===== src/rtl/dc_pkg.sv =====
// -----------------------------------------------------------------------------
// dc_pkg
// Shared definitions for the device data collector.
//   dc_state_e  : bus-issue FSM states (IDLE -> ISSUE -> GAP -> IDLE)
//   GRANT_*     : encoding of the last bus owner, used for fair alternation
//   OVERRUN_MAX : saturation value of the dropped-trigger counter
//   sat_inc8    : saturating 8-bit increment
// -----------------------------------------------------------------------------
package dc_pkg;

  typedef enum logic [1:0] {
    ST_IDLE  = 2'd0,
    ST_ISSUE = 2'd1,
    ST_GAP   = 2'd2
  } dc_state_e;

  localparam logic GRANT_SNAP = 1'b0;
  localparam logic GRANT_RX   = 1'b1;

  localparam logic [7:0] OVERRUN_MAX = 8'd255;

  function automatic logic [7:0] sat_inc8(input logic [7:0] v);
    if (v == OVERRUN_MAX) begin
      return v;
    end else begin
      return v + 8'd1;
    end
  endfunction

endpackage


===== src/rtl/device_data_collector_n_sync_edge_detect.sv =====
// -----------------------------------------------------------------------------
// sync_edge_detect
// Two-flop synchroniser for an asynchronous level (e.g. a 1PPS input) followed
// by a rising-edge detector. PULSE is high for one CLK cycle, two edges after
// the input rises, so a consumer registering on PULSE acts on the third edge.
// Ports:
//   CLK      in  system clock
//   RESET_N  in  synchronous active-low reset
//   ASYNC_IN in  asynchronous level input
//   PULSE    out one-cycle rising-edge pulse (decoded from registers only)
// -----------------------------------------------------------------------------
module sync_edge_detect
  import dc_pkg::*;
(
  input  logic CLK,
  input  logic RESET_N,
  input  logic ASYNC_IN,
  output logic PULSE
);

  logic sync1_r;
  logic sync2_r;
  logic prev_r;

  // Synchroniser chain plus one delayed copy for edge detection
  always_ff @(posedge CLK) begin
    if (!RESET_N) begin
      sync1_r <= 1'b0;
      sync2_r <= 1'b0;
      prev_r  <= 1'b0;
    end else begin
      sync1_r <= ASYNC_IN;
      sync2_r <= sync1_r;
      prev_r  <= sync2_r;
    end
  end

  assign PULSE = sync2_r & ~prev_r;

endmodule


===== src/rtl/device_data_collector_n.sv =====
// -----------------------------------------------------------------------------
// device_data_collector_n
// On each synchronised 1PPS rising edge, snapshots NUM_REGS status words into a
// shadow bank and serialises the masked ones as register writes at
// ADDR_BASE+i. Shares the write bus with a single-entry receiver channel.
// Ports:
//   CLK, RESET_N            clock, synchronous active-low reset
//   SNAP_TRIG               asynchronous 1PPS trigger
//   SNAP_DATA / SNAP_MASK   flat status words / per-word emit enable
//   Reveiver_*              receiver write channel in, holding-buffer busy out
//   TR_IN/ADDR_IN/DATA_IN   write strobe, address, data to register file
//   TR_IN_BUSY              downstream back-pressure
//   SNAP_BUSY/SNAP_DONE     dump in progress / one-cycle end-of-dump pulse
//   OVERRUN_CNT             saturating count of triggers dropped mid-dump
// -----------------------------------------------------------------------------
module device_data_collector_n
  import dc_pkg::*;
#(
  parameter int                NUM_REGS  = 21,
  parameter int                DATA_W    = 32,
  parameter int                ADDR_W    = 16,
  parameter logic [ADDR_W-1:0] ADDR_BASE = 16'd300
) (
  input  logic                       CLK,
  input  logic                       RESET_N,
  input  logic                       SNAP_TRIG,
  input  logic [NUM_REGS*DATA_W-1:0] SNAP_DATA,
  input  logic [NUM_REGS-1:0]        SNAP_MASK,
  input  logic                       Reveiver_priority,
  input  logic [ADDR_W-1:0]          Reveiver_ADDR,
  input  logic [DATA_W-1:0]          Reveiver_DATA,
  input  logic                       Reveiver_TR,
  output logic                       Reveiver_TR_IN_BUSY,
  output logic                       TR_IN,
  output logic [ADDR_W-1:0]          ADDR_IN,
  output logic [DATA_W-1:0]          DATA_IN,
  input  logic                       TR_IN_BUSY,
  output logic                       SNAP_BUSY,
  output logic                       SNAP_DONE,
  output logic [7:0]                 OVERRUN_CNT
);

  localparam int               IDX_W    = (NUM_REGS > 1) ? $clog2(NUM_REGS) : 1;
  localparam logic [IDX_W-1:0] LAST_IDX = IDX_W'(NUM_REGS - 1);

  dc_state_e           state_r;
  dc_state_e           state_nxt_s;

  logic                trig_pulse_s;
  logic [DATA_W-1:0]   shadow_r [NUM_REGS];
  logic [NUM_REGS-1:0] mask_r;
  logic [IDX_W-1:0]    idx_r;
  logic                snap_busy_r;
  logic                snap_done_r;
  logic [7:0]          overrun_r;
  logic                last_grant_r;

  logic                rx_full_r;
  logic                rx_prio_r;
  logic [ADDR_W-1:0]   rx_addr_r;
  logic [DATA_W-1:0]   rx_data_r;

  logic                tr_in_r;
  logic [ADDR_W-1:0]   addr_r;
  logic [DATA_W-1:0]   data_r;

  logic                rx_win_s;
  logic                grant_rx_s;
  logic                grant_snap_s;
  logic                skip_s;
  logic                consume_s;
  logic                last_consume_s;
  logic                capture_s;
  logic                drop_s;
  logic                rx_accept_s;
  logic                rx_release_s;

  sync_edge_detect u_trig_sync (
    .CLK      (CLK),
    .RESET_N  (RESET_N),
    .ASYNC_IN (SNAP_TRIG),
    .PULSE    (trig_pulse_s)
  );

  // Receiver wins when it holds an entry and either has priority, the
  // snapshot had the bus last (fair alternation) or no dump is running.
  assign rx_win_s = rx_full_r &
                    (rx_prio_r | (last_grant_r == GRANT_SNAP) | ~snap_busy_r);

  // Next-state and grant decode; grants/skips only happen in IDLE with the
  // downstream ready.
  always_comb begin
    state_nxt_s  = state_r;
    grant_rx_s   = 1'b0;
    grant_snap_s = 1'b0;
    skip_s       = 1'b0;
    case (state_r)
      ST_IDLE: begin
        if (!TR_IN_BUSY) begin
          if (rx_win_s) begin
            grant_rx_s  = 1'b1;
            state_nxt_s = ST_ISSUE;
          end else if (snap_busy_r && mask_r[idx_r]) begin
            grant_snap_s = 1'b1;
            state_nxt_s  = ST_ISSUE;
          end else if (snap_busy_r) begin
            skip_s      = 1'b1;
            state_nxt_s = ST_IDLE;
          end else begin
            state_nxt_s = ST_IDLE;
          end
        end else begin
          state_nxt_s = ST_IDLE;
        end
      end
      ST_ISSUE: state_nxt_s = ST_GAP;
      ST_GAP:   state_nxt_s = ST_IDLE;
      default:  state_nxt_s = ST_IDLE;
    endcase
  end

  assign consume_s      = grant_snap_s | skip_s;
  assign last_consume_s = consume_s & (idx_r == LAST_IDX);
  // Finishing the last word frees the bank in the same cycle, so a
  // coincident trigger is a fresh capture rather than an overrun.
  assign capture_s      = trig_pulse_s & (~snap_busy_r | last_consume_s);
  assign drop_s         = trig_pulse_s & snap_busy_r & ~last_consume_s;
  assign rx_accept_s    = Reveiver_TR & ~rx_full_r;
  // Buffer stays busy through the strobe cycle and frees on the following one.
  assign rx_release_s   = (state_r == ST_ISSUE) & (last_grant_r == GRANT_RX);

  // FSM state register
  always_ff @(posedge CLK) begin
    if (!RESET_N) begin
      state_r <= ST_IDLE;
    end else begin
      state_r <= state_nxt_s;
    end
  end

  // Registered bus outputs and last-owner tracking
  always_ff @(posedge CLK) begin
    if (!RESET_N) begin
      tr_in_r      <= 1'b0;
      addr_r       <= {ADDR_W{1'b0}};
      data_r       <= {DATA_W{1'b0}};
      last_grant_r <= GRANT_SNAP;
    end else begin
      tr_in_r <= grant_rx_s | grant_snap_s;
      if (grant_rx_s) begin
        addr_r       <= rx_addr_r;
        data_r       <= rx_data_r;
        last_grant_r <= GRANT_RX;
      end else if (grant_snap_s) begin
        addr_r       <= ADDR_BASE + ADDR_W'(idx_r);
        data_r       <= shadow_r[idx_r];
        last_grant_r <= GRANT_SNAP;
      end
    end
  end

  // Dump control: busy flag, word index, done pulse, mask copy, overrun count
  always_ff @(posedge CLK) begin
    if (!RESET_N) begin
      snap_busy_r <= 1'b0;
      snap_done_r <= 1'b0;
      idx_r       <= {IDX_W{1'b0}};
      mask_r      <= {NUM_REGS{1'b0}};
      overrun_r   <= 8'd0;
    end else begin
      snap_done_r <= last_consume_s;
      if (capture_s) begin
        snap_busy_r <= 1'b1;
        idx_r       <= {IDX_W{1'b0}};
        mask_r      <= SNAP_MASK;
      end else if (last_consume_s) begin
        snap_busy_r <= 1'b0;
        idx_r       <= {IDX_W{1'b0}};
      end else if (consume_s) begin
        idx_r <= idx_r + IDX_W'(1'b1);
      end
      if (drop_s) begin
        overrun_r <= sat_inc8(overrun_r);
      end
    end
  end

  // Shadow data bank; contents are don't-care until the first capture
  always_ff @(posedge CLK) begin
    if (capture_s) begin
      for (int i = 0; i < NUM_REGS; i++) begin
        shadow_r[i] <= SNAP_DATA[i*DATA_W +: DATA_W];
      end
    end
  end

  // Single-entry receiver holding buffer
  always_ff @(posedge CLK) begin
    if (!RESET_N) begin
      rx_full_r <= 1'b0;
      rx_prio_r <= 1'b0;
      rx_addr_r <= {ADDR_W{1'b0}};
      rx_data_r <= {DATA_W{1'b0}};
    end else if (rx_accept_s) begin
      rx_full_r <= 1'b1;
      rx_prio_r <= Reveiver_priority;
      rx_addr_r <= Reveiver_ADDR;
      rx_data_r <= Reveiver_DATA;
    end else if (rx_release_s) begin
      rx_full_r <= 1'b0;
    end
  end

  assign TR_IN               = tr_in_r;
  assign ADDR_IN             = addr_r;
  assign DATA_IN             = data_r;
  assign SNAP_BUSY           = snap_busy_r;
  assign SNAP_DONE           = snap_done_r;
  assign OVERRUN_CNT         = overrun_r;
  assign Reveiver_TR_IN_BUSY = rx_full_r;

endmodule


===== config.mk =====
export PLATFORM = sky130hd
export DESIGN_NAME = device_data_collector_n
export DESIGN_NICKNAME = d
export VERILOG_FILES = /design/src/rtl/dc_pkg.sv /design/src/rtl/device_data_collector_n_sync_edge_detect.sv /design/src/rtl/device_data_collector_n.sv
export SDC_FILE = /design/constraint.sdc
export NUM_CORES = 1
export LEC_CHECK = 0
export BUFFER_PORTS_ARGS = -buffer_cell sky130_fd_sc_hd__buf_4
export CORE_AREA = 5 5 309 311
export DETAILED_ROUTE_END_ITERATION = 12
export DIE_AREA = 0 0 314 316
export MAX_ROUTING_LAYER = met4
export PLACE_DENSITY = 0.54
export SYNTH_ARGS = -nofsm -noshare
export SYNTH_HDL_FRONTEND = slang
export SYNTH_SLANG_ARGS = --single-unit

===== constraint.sdc =====
create_clock -name CLK -period 45.3 [get_ports CLK]
set_input_delay 0 -clock CLK [delete_from_list [all_inputs] [get_ports CLK]]
set_output_delay 0 -clock CLK [all_outputs]
set_load 0.02 [all_outputs]

==> metrics, run 1 <==
status=did not finish; Failed at=clock tree synthesis; tool error=[ERROR RSZ-0060] Max buffer count reached.; post-synth top area share=64.5%; # IOs=around 810; die height=316 µm; gpl congestion=about 0.85; dominant cell type by area after synthesis=edfxtp_1; post-CTS setup buffers=0; Top FF cell, synth=edfxtp_1; cts hold-fix bufs=between 700 and 800; Clock Path Buffers=3; Area after DPL=38,600 µm²; count leader, synth=edfxtp_1; asr flop ratio synth=0%; register bit total from synthesis=818; port bufs=806; sequential area share after synthesis=73.9%; synth top area cells=edfxtp_1 (65%), mux4_2 (10%), dfxtp_1 (9.3%), mux2i_1 (3.0%), nand2_1 (2.2%); die width=around 310 µm; Initial Util=33.8%; Post-Syn Instances=1,777; H-Tree Level Count=3; syn nets=2,531; Commonest cells post-synth=edfxtp_1 (672), nand2_1 (187), dfxtp_1 (146), mux4_2 (142), a21oi_1 (116); number of enable flip-flop cells after synthesis=~670; Post-Syn Area per Cell=approximately 18 µm²; CTS Buf Count=90; post-DP HPWL=roughly 80,000 µm; clock sinks=818; Root Driver=clkbuf_16; total placed cells including tap cells=3,690; Synth Cell Area=between 30,000 and 40,000 µm²; CTS resizes=0; Netlist cell types=48; row count=112; synth warn=0
stage by stage:
stage	setup slack (ps)	hold WS, ps	util [%]
after floorplan	24320	98.9	-
after global placement	40430	179	41.7
after detailed placement	40290	179	41.7
kinds of logic after synthesis:
kind of cell               after synthesis  share of synthesized area [%]
adders and majority gates                7                          0.280
xor gates and xnor gates                10                          0.280
muxes                                  259                           14.1
AOI/OAI and AO/OA                      246                           5.26
and+or+nand+nor                        300                           4.30
DFF                                    818                           73.9
buffers and inverters                  137                           1.92
==> inputs of run 2 (changes only) <==
--- a/config.mk
+++ b/config.mk
@@ -6,11 +6,10 @@
 export NUM_CORES = 1
 export LEC_CHECK = 0
 export BUFFER_PORTS_ARGS = -buffer_cell sky130_fd_sc_hd__buf_4
-export CORE_AREA = 5 5 309 311
+export CORE_MARGIN = 5
+export CORE_UTILIZATION = 31
 export DETAILED_ROUTE_END_ITERATION = 12
-export DIE_AREA = 0 0 314 316
-export MAX_ROUTING_LAYER = met4
-export PLACE_DENSITY = 0.54
+export PLACE_DENSITY_LB_ADDON = 0.15
 export SYNTH_ARGS = -nofsm -noshare
 export SYNTH_HDL_FRONTEND = slang
 export SYNTH_SLANG_ARGS = --single-unit
==> metrics, run 2 <==
status=finished clean; CTS resizes=0; Post-Layout Cell Count=4,764; clk slew on worst S/H paths=70 ps; synth top area cells=edfxtp_1 (65%), mux4_2 (10%), dfxtp_1 (9.3%), mux2i_1 (3.0%), nand2_1 (2.2%); worst hold path endpoint=shadow_r[11][24]; port bufs=806; Post-Syn Instances=roughly 1,800; Reg2Reg Depth=9; number of remaining DRC errors=0; H-Tree Level Count=3; setup violators final=0; register bit total from synthesis=818; post-synth top area share=64.5%; Pre-Repair DR Iteration Count=5; Leak Pwr=18.0 nW; number of enable flip-flop cells after synthesis=672; worst clock skew=18.0 ps; vias in the first global route=around 25,000; reg2reg end=shadow_r[4][27]; most common cell after layout, fill and taps aside=buf_4; synth warn=0; Routed WL=~110,000 µm; # IOs=807; Netlist cell types=48; CTS Buf Count=91; initial antenna violation count=26; Top reg by flops=shadow_r; startpoint types=register; Final Hold Viols=0; row count=116; dominant cell type by area after synthesis=edfxtp_1; Worst R2R Setup Slack=40,530 ps; worst-margin pin slew=roughly 1300 ps; Slew Limit Headroom=14.1%; crit path kind=reg -> reg; share of cells above drive strength 1=roughly a third; total track usage=a little over 20%; Clock Path Buffers=3; min Tclk post-route=about 4800 ps; min-delay src=SNAP_DATA[376]; CORE AREA=100,000 µm²; asr flop ratio synth=0%; Via-to-Cell Ratio=~4.7; wire per inst=23.8 µm; post-DP HPWL=79,600 µm; uppermost layer routed=met5; sequential area share after synthesis=73.9%; Syn-to-layout area delta=58.7%; PD cells=about 36 nW/µm²; hold crit path type=in -> reg; count leader, synth=edfxtp_1; max reg flops=about 670; CP arrival=about 5100 ps; die height=about 330 µm; maximum operating frequency=210 MHz; via count=around 22,000; r2r startpoint=idx_r[2]; worst-path fanout max=181; max capacitance violation total=0; clock latency on the worst-skew pair=660 ps; Layout Nets=roughly 4,100; antenna viol nets, final=0; Synth Cell Area=31,300 µm²; Pins Over Slew Limit=0; first-pass GRT wire length=around 160,000 µm; Root Driver=clkbuf_16; WL met1=45,500 µm; overall die area=107,000 µm²; most frequent cells in the layout=buf_4 (825), dlygate4sd3_1 (787), edfxtp_1 (672); worst hold path cell count=2; clock sinks=818; Commonest cells post-synth=edfxtp_1 (672), nand2_1 (187), dfxtp_1 (146), mux4_2 (142), a21oi_1 (116); met2 wire len=59,200 µm; die width=approximately 330 µm; Initial Util=31.2%; aggregate global routing overflow=0; Top FF cell, synth=edfxtp_1; Final period util=10.5%; largest net degree at the start of global routing=182; Post-Syn Area per Cell=17.6 µm²; CP required=45,570 ps; total placed cells including tap cells=3,789; CP Capture Type=register; CTS tree=done; gpl congestion=0.811; syn nets=2,531; Total Negative Setup Slacks=0 ps; WL met3=5930 µm; drt initial violations=1,485; RSZ-0062 raised after global routing=false; Peak VDD IR=32.7 µV
-- run 2: cell counts after synthesis --
Identical to the previous run, type by type.
-- run 2: critical path, cell delays in order, from the launching register on --
cell      delay [ps]
dfxtp_1          690
ha_1             250
nand3_1          140
a211o_1          320
nand2_1          120
nand2b_1          60
buf_4            220
inv_8            620
buf_12           760
buf_4            950
-- run 2: report_power, final --
part	internal, mW	switching [mW]	total (mW)
sequential	0.841	0.00872	0.849
clock	0.440	0.310	0.750
combinational	0.104	0.0673	0.171
-- run 2: worst max path at each step --
stage	slack, ps	endpoint	from	cells after the start
finish	40530	shadow_r[4][27]	idx_r[2]	9
global route	40280	shadow_r[3][30]	idx_r[2]	9
CTS	40570	shadow_r[9][29]	idx_r[2]	9
detailed placement	40560	shadow_r[3][13]	idx_r[2]	9
global placement	40700	shadow_r[1][10]	idx_r[2]	9
floorplan	24320	shadow_r[0][0]	idx_r[1]	9
-- run 2: final cells by class --
class                   count  area [µm²]
flip-flops and latches    818       23100
fillers                  8491       50500
clock inverters            60         604
well taps                1298        1620
diodes                     21        52.6
multi-input cells         822        7610
repair buffers           1614       14100
clock buffers             107        2390
inverters                  24         100
-- run 2: logic make-up (layout without fill, tap and decap cells) --
kind of cell / after synthesis / in the layout / share of synthesized area [%]
xor+xnor: 10 / 10 / 0.280
compound gates: 246 / 246 / 5.26
flops: 818 / 818 / 73.9
buf+inv: 137 / 1805 / 1.92
fa+ha+maj: 7 / 7 / 0.280
mux: 259 / 259 / 14.1
other cells: 0 / 21 / 0
simple gates: 300 / 300 / 4.30
-- run 2: per-stage QoR --
step                area [µm²]  hold slack [ps]  util [%]  worst slack, ps  power (mW)
floorplan                31300             98.9         -            24320       0.919
global placement         38700              179      38.6            40700       0.974
detailed placement       38700              179      38.6            40560       0.977
CTS                      49600           0.0696      49.5            40570        1.79
global route             49600             9.13      49.5            40280        1.83
finish                   49600             54.2      49.5            40530        1.77
-- run 2: what timing repair did --
item / in CTS / in global routing
hold buffers: 787 / 0
endpoints found under the hold margin: 782 / 0
buffers inserted: 0 / 0
-- run 2: routing by layer --
metal	vias to the layer above	GRT usage (%)
li1	10260	-
met1	11299	25.5
met2	741	36.9
met3	177	4.07
met4	4	5.27
met5	-	0
(Power assumes the default switching activity.)
